File: config.mk
export PLATFORM = sky130hd
export DESIGN_NAME = op_sequencer
export DESIGN_NICKNAME = d
export VERILOG_FILES = /design/src/rtl/op_sequencer.sv
export SDC_FILE = /design/constraint.sdc
export NUM_CORES = 1
export LEC_CHECK = 0
export BUFFER_PORTS_ARGS = -buffer_cell sky130_fd_sc_hd__clkbuf_2
export CAP_MARGIN = 20
export CORE_ASPECT_RATIO = 1.75
export CORE_MARGIN = 10
export CORE_UTILIZATION = 50
export DETAILED_ROUTE_END_ITERATION = 7
export PLACE_DENSITY_LB_ADDON = 0.3
export SLEW_MARGIN = 5
export SYNTH_ARGS = -nofsm -noshare
export SYNTH_HDL_FRONTEND = slang
export SYNTH_SLANG_ARGS = --single-unit
File: constraint.sdc
create_clock -name clk -period 3.49 [get_ports clk]
set_input_delay 0.698 -clock clk [delete_from_list [all_inputs] [get_ports clk]]
set_output_delay 0.698 -clock clk [all_outputs]
set_load 0.05 [all_outputs]
File: src/rtl/op_sequencer.sv
// Command front-end for the matrix controller: queues {operation, beat count} instructions and
// replays each as IDLE -> RUN -> GAP. Define OP_SEQUENCER_PERF_EN to add stall/instruction counters.
module op_sequencer #(
  parameter int LEN_W      = 16,
  parameter int CMD_DEPTH  = 4,
  parameter int RD_LAT     = 1,
  parameter int GAP_CYCLES = 1
) (
  input  logic             clk,
  input  logic             reset,
  input  logic             cmd_valid,
  output logic             cmd_ready,
  input  logic [31:0]      cmd_op,
  input  logic [LEN_W-1:0] cmd_len,
  input  logic             wdata_valid,
  output logic             wdata_ready,
  input  logic [31:0]      wdata,
  output logic             result_valid,
  input  logic             result_ready,
  output logic [31:0]      result_data,
  output logic [31:0]      ctrl_operation,
  output logic [31:0]      ctrl_in_data,
  output logic             ctrl_enable,
  input  logic [31:0]      ctrl_out_data,
  output logic             busy,
  output logic             done
`ifdef OP_SEQUENCER_PERF_EN
  ,
  output logic [31:0]      stall_count,
  output logic [31:0]      instr_count
`endif
);

  localparam int AW = $clog2(CMD_DEPTH);
  localparam int GW = (GAP_CYCLES > 1) ? $clog2(GAP_CYCLES) : 1;
  localparam int TW = LEN_W + 2;
  localparam logic [AW:0] DEPTH_V = (AW+1)'(CMD_DEPTH);

  typedef enum logic [1:0] {S_IDLE, S_RUN, S_GAP} state_t;

  state_t           state;
  logic [31:0]      op_reg;
  logic [LEN_W-1:0] len_reg;
  logic [LEN_W:0]   cnt;
  logic [GW-1:0]    gap_cnt;

  logic [31:0]      fifo_op  [CMD_DEPTH];
  logic [LEN_W-1:0] fifo_len [CMD_DEPTH];
  logic [AW-1:0]    wr_ptr, rd_ptr;
  logic [AW:0]      count;
  logic             full, empty, push, pop;

  logic             is_run, is_wr, is_rd, last_beat;
  logic [TW-1:0]    total;

  assign full      = (count == DEPTH_V);
  assign empty     = (count == '0);
  assign cmd_ready = !full && !reset;
  assign push      = cmd_valid && cmd_ready;
  assign pop       = (state == S_IDLE) && !empty;

  always_ff @(posedge clk) begin
    if (push) begin
      fifo_op[wr_ptr]  <= cmd_op;
      fifo_len[wr_ptr] <= cmd_len;
    end
  end

  always_ff @(posedge clk or posedge reset) begin
    if (reset) begin
      wr_ptr <= '0;
      rd_ptr <= '0;
      count  <= '0;
    end else begin
      if (push) wr_ptr <= wr_ptr + 1'b1;
      if (pop)  rd_ptr <= rd_ptr + 1'b1;
      case ({push, pop})
        2'b10:   count <= count + 1'b1;
        2'b01:   count <= count - 1'b1;
        default: ;
      endcase
    end
  end

  // Read instructions run RD_LAT extra beats so the last word can drain out of the controller.
  assign is_run    = (state == S_RUN);
  assign is_wr     = is_run && (op_reg[3:0] == 4'd2);
  assign is_rd     = is_run && (op_reg[3:0] == 4'd3);
  assign total     = TW'(len_reg) + ((op_reg[3:0] == 4'd3) ? TW'(RD_LAT) : TW'(0));
  assign last_beat = ((TW'(cnt) + TW'(1)) == total);

  assign result_valid   = is_rd && (cnt >= (LEN_W+1)'(RD_LAT));
  assign result_data    = is_rd ? ctrl_out_data : '0;
  assign wdata_ready    = is_wr;
  assign ctrl_in_data   = is_wr ? wdata : '0;
  assign ctrl_operation = op_reg;
  assign busy           = (state != S_IDLE) || !empty;

  always_comb begin
    ctrl_enable = 1'b1;
    if (is_wr)      ctrl_enable = wdata_valid;
    else if (is_rd) ctrl_enable = !(result_valid && !result_ready);
    if (reset)      ctrl_enable = 1'b0;
  end

  always_ff @(posedge clk or posedge reset) begin
    if (reset) begin
      state   <= S_IDLE;
      op_reg  <= '0;
      len_reg <= '0;
      cnt     <= '0;
      gap_cnt <= '0;
      done    <= 1'b0;
    end else begin
      done <= 1'b0;
      case (state)
        S_IDLE: begin
          if (!empty) begin
            len_reg <= fifo_len[rd_ptr];
            cnt     <= '0;
            // Zero-length commands are dropped without ever leaving IDLE.
            if (fifo_len[rd_ptr] != '0) begin
              op_reg <= fifo_op[rd_ptr];
              state  <= S_RUN;
            end
          end
        end
        S_RUN: begin
          if (ctrl_enable) begin
            cnt <= cnt + 1'b1;
            if (last_beat) begin
              state   <= S_GAP;
              op_reg  <= '0;
              done    <= 1'b1;
              gap_cnt <= '0;
            end
          end
        end
        S_GAP: begin
          if (gap_cnt == GW'(GAP_CYCLES - 1)) state <= S_IDLE;
          else gap_cnt <= gap_cnt + 1'b1;
        end
        default: state <= S_IDLE;
      endcase
    end
  end

`ifdef OP_SEQUENCER_PERF_EN
  always_ff @(posedge clk or posedge reset) begin
    if (reset) begin
      stall_count <= '0;
      instr_count <= '0;
    end else begin
      if (is_run && !ctrl_enable && (stall_count != '1)) stall_count <= stall_count + 1'b1;
      if (done && (instr_count != '1)) instr_count <= instr_count + 1'b1;
    end
  end
`endif

endmodule

==> qor.txt, run 1 <==
Routed wire length: 29.0 mm
Avg Synthesized Cell Area: 14.9 sq um
Multiplexer area fraction after synthesis: 11.0%
Unrepaired setup endpoints after global routing: false
DRT antenna net count: 0
LEAKAGE: 0.00558 uW
Clk_lat worst skew: 0.52 ns
Clock Power Share: 28.9%
Vias in the first global route: 7871
Final Hold Vio Count: 0
Setup TNS: 0 ns
Vias after detailed routing: 7436
Largest family of logic cells by synthesized area: multiplexers
Clock buffer depth: 3
Syn nets: 911
Die Span X: 135 um
# Max-Cap Violations: 0
Clk pin slew, worst setup/hold paths: 0.07 ns
Count of cell types in the netlist: 44
Placer Congestion: 0.910
Critical Path RT: 2.79 ns
Worst reg-to-reg setup slack: 0.26 ns
Initial core utilization: 51.1%
Final setup fails: 0
Worst hold path type: primary input to asynchronous set/reset pin
Pins Over Slew Limit: 0
Proportion of netlist area held by the largest area contributor: 49.4%
Clock Tree Root: clkbuf_16
PortBufs: 218
Post-synthesis async set-or-reset flop share: 28.1%
Num rows: 73
Total grt overflow: 0
Post-CTS setup repair buffer count: 0
Starting DRT DRC Count: 701
Final period util: 93.8%
Setup Crit Path Kind: register to output pin
CTS Sinks: 267
Most used DFF post-synth: edfxtp_1
Synth area leaders: edfxtp_1, dfrtp_1, mux4_2
Flop pwr share: 47.5%
End of the worst register-to-register path: ctrl_operation[24]
TritonCTS clock tree: built
Filler cells: 1681
I/O pins: 219
Max stage delay cell, worst path: or4_1
Pre-CTS WS: 0.0818 ns
Relative slew slack: 45.6%
Synth Area in Compound Gates: 5.91%
Switching Fraction: 29.1%
Post-synthesis sequential area ratio: 65.5%
Worst r2r src: ctrl_operation[2]
Worst reg-to-reg path cell count: 13
Status: finished, final reports clean
Maximum fanout along the worst path: 8
Pre-antenna DRT Iters: 5
Register area: 7650 sq um
Crit path DAT: 2.57 ns
Worst Tran Pin Value: 0.810 ns
Final setup skew: 0.0145 ns
Fin nets: 1134
Delay-heaviest family, CP: simple AND/OR/NAND/NOR gates
Dpl cells: 1280
Total CTS buffers: 24
WL per Instance: 21.9 um
Critical path buffers and inverters: 1
Non-Filler Instances: 1326
Drt via density: 5.61
Combinational power share: 23.6%
WHS: 0.182 ns
Largest net degree at the start of global routing: 47
Adder-cell share of the synthesized area: 1.24%
P_int: 6390 uW
Drt drc: 0
Largest Register: fifo_op
Total GRT Usage: 19.1%
F_max: 306 MHz
Largest area contributor in the netlist: edfxtp_1
VDD IR max: 0.490 mV
Final worst slack: 0.218 ns
Die ar.: 30100 sq um
Synth Register Bits: 267
Slowest stage delay, CP: 0.54 ns
Post-Synth Simple-Gate Area: 10.4%
Post-synthesis xor/xnor area fraction: 3.76%
H-tree Lvls: 1
Share of layout cells above drive strength 1: 34.9%
Pwr dens: 623 nW/um^2
Multi-input gate area: 3800 sq um
Max reg flops: 128
Initial antenna violation count: 2
First-pass GRT wire length: 45.0 mm
CP cell instances: or4_1 > nor2_1 > a311o_1 > o311a_1 > clkbuf_2
Number of flops mapped to enable cells by yosys: 192
Area growth syn-to-layout: 23.9%
CP Capture Type: output pin
Synth Instances: 783
Chip height: 222 um
Mapped Area: 11700 sq um
Ys Warns: 0
Critical Path Start Type: register
Core area: 22800 sq um
Tmin final: 3.27 ns
Psw: 2620 uW
Final HPWL DP: 21.8 mm
cells by family after synthesis:
family,after synthesis
AOI/OAI and AO/OA,109
xor gates and xnor gates,47
adders and majority gates,11
buffers and inverters,57
DFF,267
muxes,66
and+or+nand+nor,226
how the worst max path moves through the flow:
stage / startpoint / to / slack (ns) / cells past startpoint
floorplan: ctrl_operation[2] / state[0] / 0.03 / 12
global placement: ctrl_operation[2] / state[0] / 0.13 / 13
detailed placement: ctrl_operation[2] / ctrl_operation[5] / 0.08 / 13
CTS: ctrl_operation[2] / ctrl_operation[5] / 0.07 / 13
global route: ctrl_operation[2] / ctrl_operation[5] / 0.01 / 13
finish: cnt[11] / ctrl_enable / 0.22 / 5
final cells by class:
type                    count  area share, %
diodes                      2         0.0346
clock buffers              30           4.52
clock inverters            14          0.891
inverters                  12          0.337
multi-input cells         459           26.3
flip-flops and latches    267           52.9
well taps                 300           2.59
repair buffers            242           12.5
cells in the mapped netlist (2+ instances only):
master / n
and2_1: 70
nor4_1: 8
and4_1: 2
mux2i_1: 4
and3_1: 12
nand3_1: 13
inv_1: 12
nand2_1: 62
mux4_2: 48
o311a_1: 2
nand4_1: 9
a21oi_1: 2
o31ai_1: 7
buf_2: 8
buf_4: 7
xnor3_1: 2
xnor2_1: 36
edfxtp_1: 192
nor3_1: 11
dfrtp_1: 75
nand2b_1: 2
clkbuf_2: 3
or4_1: 6
ha_1: 10
nor4b_2: 2
clkbuf_1: 25
o21ai_1: 2
nor2_1: 23
nor2b_1: 2
o21ai_0: 58
a31oi_1: 2
mux2_2: 14
xor2_1: 9
a22oi_1: 33
metal layers:
| layer | part of all wire [%] | track usage [%] | routed length, um | up-vias |
|---|---|---|---|---|
| met2 | 56 | 35.9 | 16100 | 325 |
| met1 | 34 | 19.7 | 9740 | 3645 |
| met5 | 0 | 0 | 0 | - |
| met3 | 6.8 | 3.86 | 1960 | 65 |
| li1 | - | - | - | 3401 |
| met4 | 4.0 | 8.14 | 1150 | 0 |
power groups by stage:
stage               Combinational (uW)  Sequential, uW  Clock (uW)
floorplan                         1690            4200           0
global placement                  2120            4340           0
detailed placement                2150            4350           0
CTS                               2160            4290        2650
global route                      2320            4350        2790
finish                            2120            4290        2610
placed cells by master (no fill, tap or decap), types with 33 or more instances in the layout:
cell type,count
a22oi_1,33
and2_1,70
buf_12,36
clkbuf_2,185
dfrtp_1,72
edfxtp_1,192
mux4_2,48
nand2_1,62
o21ai_0,58
xnor2_1,36
what timing repair did:
action / in CTS / in global routing
gates resized for setup: 0 / 2
setup endpoints to repair: 0 / 35
hold buffers: 0 / 0
hold endpoints to repair: 0 / 0
metrics by stage:
| stage | area (sq um) | power, uW | util [%] |
|---|---|---|---|
| final | 14500 | 9020 | 63.4 |
| after global routing | 14500 | 9450 | 63.4 |
| after CTS | 14500 | 9100 | 63.3 |
| after detailed placement | 13700 | 6500 | 59.9 |
| after global placement | 13700 | 6460 | 59.9 |
| after floorplan | 11700 | 5900 | - |
(Power assumes the default switching activity.)
==> inputs of run 2 (changes only) <==
--- a/config.mk
+++ b/config.mk
@@ -5,6 +5,7 @@
 export SDC_FILE = /design/constraint.sdc
 export NUM_CORES = 1
 export LEC_CHECK = 0
+export ABC_AREA = 1
 export BUFFER_PORTS_ARGS = -buffer_cell sky130_fd_sc_hd__clkbuf_2
 export CAP_MARGIN = 20
 export CORE_ASPECT_RATIO = 1.75
==> run 2 against run 1 <==
Compared with the run above:
- largest power group is now combinational logic
- largest cell class unchanged
- critical path type is now register to register
- via count is 37% higher
- maximum frequency grew 3.4%
- final area grew 3.3%
- hold slack improved by 0.17 ns
- setup slack improved by 0.11 ns
==> qor.txt, run 2 <==
Critical Path Start Type: register
Clk pin slew, worst setup/hold paths: 0.07 ns
Final setup fails: 0
Count of cell types in the netlist: 37
Clock buffer depth: 3
Dpl cells: 1866
Crit path DAT: 3.61 ns
Vias after detailed routing: 10200
Pins Over Slew Limit: 0
CP Capture Type: register
Final HPWL DP: 24.0 mm
Most frequent cells in the layout: nand2_1, nor2_1, clkbuf_2
WL per Instance: 18.2 um
Unrepaired setup endpoints after global routing: false
Final Hold Vio Count: 0
Die ar.: 32400 sq um
Synth top cells by count: nand2_1, nor2_1, edfxtp_1
Status: finished, final reports clean
WHS: 0.356 ns
Placer Congestion: 0.939
Largest net degree at the start of global routing: 54
Register area: 7640 sq um
Pre-antenna DRT Iters: 6
Design area: 14900 sq um
Die Span X: 140 um
Synth Instances: 1372
DRT antenna net count: 0
Final period util: 90.7%
PnR Total Power: 12000 uW
Worst reg-to-reg path cell count: 20
VDD IR max: 0.604 mV
Cell Area, Placed: 14100 sq um
Most used DFF post-synth: edfxtp_1
Largest area contributor in the netlist: edfxtp_1
Starting DRT DRC Count: 620
Total CTS buffers: 24
Core area: 25100 sq um
Drt drc: 0
Drt via density: 5.33
Relative slew slack: 21.9%
# Max-Cap Violations: 0
Avg Synthesized Cell Area: 9.24 sq um
CTS Sinks: 267
Initial antenna violation count: 2
Final setup skew: 0.0180 ns
Multi-input gate area: 4230 sq um
Total grt overflow: 0
LEAKAGE: 0.00664 uW
Clock Tree Root: clkbuf_16
H-tree Lvls: 1
Post-synthesis async set-or-reset flop share: 28.1%
Initial core utilization: 50.4%
Critical Path RT: 3.94 ns
Num rows: 77
Fin nets: 1707
Number of flops mapped to enable cells by yosys: 192
Routed wire length: 34.8 mm
Clk_lat worst skew: 0.53 ns
Largest Register: fifo_op
TritonCTS clock tree: built
Share of layout cells above drive strength 1: 20.4%
Area growth syn-to-layout: 17.9%
Mapped Area: 12700 sq um
Hold buffer count at CTS: 0
Maximum fanout along the worst path: 20
Dominant cell by count in the synthesized netlist: nand2_1
Pwr dens: 806 nW/um^2
Max reg flops: 128
Proportion of netlist area held by the largest area contributor: 45.5%
Non-Filler Instances: 1915
Most common cell after layout, fill and taps aside: nand2_1
Worst Tran Pin Value: 1.17 ns
Synth area leaders: edfxtp_1, dfrtp_1, nand2_1
Syn nets: 1500
Setup Crit Path Kind: register to register
Ys Warns: 0
Tmin final: 3.16 ns
PortBufs: 218
Chip height: 231 um
Post-synthesis sequential area ratio: 60.3%
Filler cells: 2112
F_max: 316 MHz
I/O pins: 219
Vias in the first global route: 9990
Worst hold path type: primary input to asynchronous set/reset pin
First-pass GRT wire length: 53.6 mm
Total GRT Usage: 20.4%
Synth Register Bits: 267
==> run 2: cell count changes after synthesis, moves of 39 or more <==
cell	previous run	this run
nand2_1	62	304
nor2_1	23	258
inv_1	12	127
and2_1	70	0
nand4_1	9	62
mux4_2	48	0
o21ai_0	58	106
nand3_1	13	55
a21oi_1	2	41
==> run 2: worst paths after layout <==
check | start | to | slack [ns]
max in group asynchronous | reset | ctrl_operation[26] | 2.45
worst min-delay path | reset | done | 0.36
min in group clk | cmd_op[10] | fifo_op[1][10] | 0.38
worst max register to register | ctrl_operation[2] | ctrl_operation[19] | 0.33
worst min register to register | ctrl_operation[9] | ctrl_operation[9] | 0.47
worst max-delay path | ctrl_operation[2] | ctrl_operation[19] | 0.33
==> run 2: kinds of logic (layout without fill, tap and decap cells) <==
logic type / after synthesis / count (layout) / synth area share (%)
compound gates: 173 / 173 / 7.35
xor+xnor: 4 / 4 / 0.277
flops: 267 / 267 / 60.3
fa+ha+maj: 11 / 11 / 1.15
other cells: 0 / 2 / 0
buf+inv: 206 / 430 / 6.74
simple gates: 711 / 712 / 24.2
==> run 2: per-layer routing <==
layer | track usage [%] | vias to the layer above | part of all wire (%)
met3 | 2.49 | 77 | 5.2
met5 | 0 | - | 0
met2 | 37.8 | 289 | 55
met4 | 9.13 | 0 | 3.4
met1 | 22.7 | 4864 | 36
li1 | - | 4970 | -
==> run 2: repair_timing <==
action	CTS	global route
gates cloned	0	1
pin swaps	1	2
endpoints found under the setup margin	14	32
buffers inserted	0	2
resized for setup	1	1
==> run 2: power by group <==
part	switching [uW]	leakage [uW]	internal, uW
Combinational	3650	0.00355	1400
Sequential	371	0.00270	3990
Clock	1140	0.000392	1490
Total	5160	0.00664	6880
==> run 2: area by class of cell <==
class | count | share of cell area, %
Antenna cell | 2 | 0.0335
Multi-Input combinational cell | 900 | 28.3
Tap cell | 316 | 2.65
Timing Repair Buffer | 242 | 8.94
Clock buffer | 29 | 4.36
Inverter | 144 | 3.63
Clock inverter | 15 | 0.938
Sequential cell | 267 | 51.2
==> run 2: worst max-delay path, cell delays in order (launching register included) <==
cell,delay (ns)
dfrtp_1,0.41
nor2_1,0.12
inv_1,0.08
nor2_1,0.18
ha_1,0.27
ha_2,0.29
nand3_2,0.14
nor2_4,0.20
nand3_1,0.10
nand2_1,0.08
nand2_1,0.05
nand2_1,0.05
nand2_1,0.05
inv_1,0.04
nand2_1,0.06
nor2_1,0.11
nand3_2,0.10
nand2_4,0.25
buf_4,0.25
nand4_1,0.12
nand2_1,0.13
==> run 2: per-stage QoR <==
stage / TNS [ns] / worst slack (ns) / util (%)
after CTS: 0 / 0.0369 / 59.2
after floorplan: -57.97 / -0.302 / -
after global placement: 0 / 0.166 / 56.0
after detailed placement: 0 / 0.0345 / 56.0
after global routing: 0 / 0.0161 / 59.4
final: 0 / 0.326 / 59.4
==> inputs of run 3 (changes only) <==
--- a/config.mk
+++ b/config.mk
@@ -12,6 +12,7 @@
 export CORE_MARGIN = 10
 export CORE_UTILIZATION = 50
 export DETAILED_ROUTE_END_ITERATION = 7
+export GPL_TIMING_DRIVEN = 0
 export PLACE_DENSITY_LB_ADDON = 0.3
 export SLEW_MARGIN = 5
 export SYNTH_ARGS = -nofsm -noshare
==> run 3 against run 2 <==
Compared with the run above:
- clock power about the same
- global-route usage up 1.0 points
- cell count increased by 2.0%
- maximum frequency decreased by 1.3%
- utilization rose by 0.70 points
- largest cell class unchanged
- power increased by 2.3%
- highest routed layer is now met5
- critical path depth fell by 13
- hold slack got worse by 0.21 ns
- sequential cell count unchanged
==> qor.txt, run 3 (synthesis results as in run 2) <==
CP Capture Type: output pin
Clock Tree Root: clkbuf_16
Unrepaired setup endpoints after global routing: false
Starting DRT DRC Count: 653
Tmin final: 3.21 ns
Clk pin slew, worst setup/hold paths: 0.07 ns
Total grt overflow: 0
Final period util: 91.9%
# Max-Cap Violations: 0
Post-CTS setup repair buffer count: 0
Maximum fanout along the worst path: 10
Max stage delay cell, worst path: dfrtp_1
Status: finished, final reports clean
Die ar.: 32400 sq um
Vias after detailed routing: 10500
Worst Tran Pin Value: 0.864 ns
Clock buffer depth: 3
CP cell instances: inv_1 > or2_4 > inv_2 > nand2_1 > clkbuf_1 > nor2_1 > clkbuf_2
H-tree Lvls: 1
Num rows: 77
Largest net degree at the start of global routing: 58
Core area: 25100 sq um
Relative slew slack: 42.2%
Pins Over Slew Limit: 0
Die Span X: 140 um
Filler cells: 2076
Clk_lat worst skew: 0.52 ns
Area growth syn-to-layout: 19.3%
Critical Path Start Type: register
Non-Filler Instances: 1954
Vias in the first global route: 10500
Register area: 7640 sq um
Drt drc: 0
PortBufs: 218
Total GRT Usage: 21.4%
Most common cell after layout, fill and taps aside: nand2_1
WL per Instance: 18.6 um
Share of layout cells above drive strength 1: 20.1%
Drt via density: 5.36
Critical path buffers and inverters: 4
Total CTS buffers: 23
Max reg flops: 128
Most frequent cells in the layout: nand2_1, nor2_1, clkbuf_2
Setup TNS: 0 ns
Pwr dens: 815 nW/um^2
VDD IR max: 0.651 mV
Placer Congestion: 0.970
CTS Sinks: 267
Crit path DAT: 2.51 ns
Fin nets: 1749
Final worst slack: 0.284 ns
Critical Path RT: 2.79 ns
F_max: 312 MHz
Setup Crit Path Kind: register to output pin
Chip height: 231 um
Dpl cells: 1912
Routed wire length: 36.4 mm
Pre-antenna DRT Iters: 5
DRT antenna net count: 0
Final HPWL DP: 27.2 mm
Final setup fails: 0
Delay-heaviest family, CP: buffers and inverters
Final setup skew: 0.0158 ns
Final Hold Vio Count: 0
Largest Register: fifo_op
Initial core utilization: 50.4%
Pre-CTS WS: 0.0882 ns
First-pass GRT wire length: 56.0 mm
Slowest stage delay, CP: 0.38 ns
Worst hold path type: primary input to asynchronous set/reset pin
Worst reg-to-reg setup slack: 0.35 ns
I/O pins: 219
LEAKAGE: 0.00670 uW
Initial antenna violation count: 2
TritonCTS clock tree: built
WHS: 0.145 ns
Multi-input gate area: 4220 sq um
-- run 3: layer usage --
layer / GRT usage (%) / up-vias / wire, um
met5: 0 / - / 8
met4: 10.4 / 2 / 1490
met3: 2.71 / 96 / 1910
met2: 40.5 / 385 / 20100
met1: 22.7 / 4950 / 12800
li1: - / 5048 / -
-- run 3: layout make-up --
cell class	count	area share, %
Clock inverter	11	1.10
Antenna cell	1	0.0166
Tap cell	316	2.62
Clock buffer	30	4.05
Timing Repair Buffer	224	8.06
Inverter	144	3.60
Buffer	62	2.07
Sequential cell	267	50.6
Multi-Input combinational cell	899	27.9
-- run 3: metrics by stage --
step / util [%] / total power, uW / instance area (sq um)
after global routing: 60.1 / 13100 / 15100
after detailed placement: 56.9 / 9690 / 14300
after global placement: 56.3 / 9520 / 14200
final: 60.1 / 12300 / 15100
after floorplan: - / 8030 / 12700
after CTS: 60.0 / 12300 / 15100
-- run 3: repair_timing --
item / CTS / global route
hold buffers: 0 / 0
gates resized for setup: 0 / 3
hold endpoints to repair: 0 / 0
endpoints found under the setup margin: 0 / 35
-- run 3: final timing paths --
| path | startpoint | end | cells after the start |
|---|---|---|---|
| worst max-delay path | state[0] | result_data[12] | 7 |
| worst min-delay path | reset | count[2] | 2 |
| worst max register to register | ctrl_operation[2] | ctrl_operation[17] | 21 |
| worst min register to register | ctrl_operation[10] | ctrl_operation[10] | 2 |
| max in group asynchronous | reset | len_reg[13] | 3 |
| min in group clk | cmd_op[16] | fifo_op[3][16] | 1 |
-- run 3: report_power, final --
part / internal [uW] / switching, uW
sequential: 3990 / 366
combinational: 1510 / 3790
clock: 1540 / 1120
total: 7040 / 5280
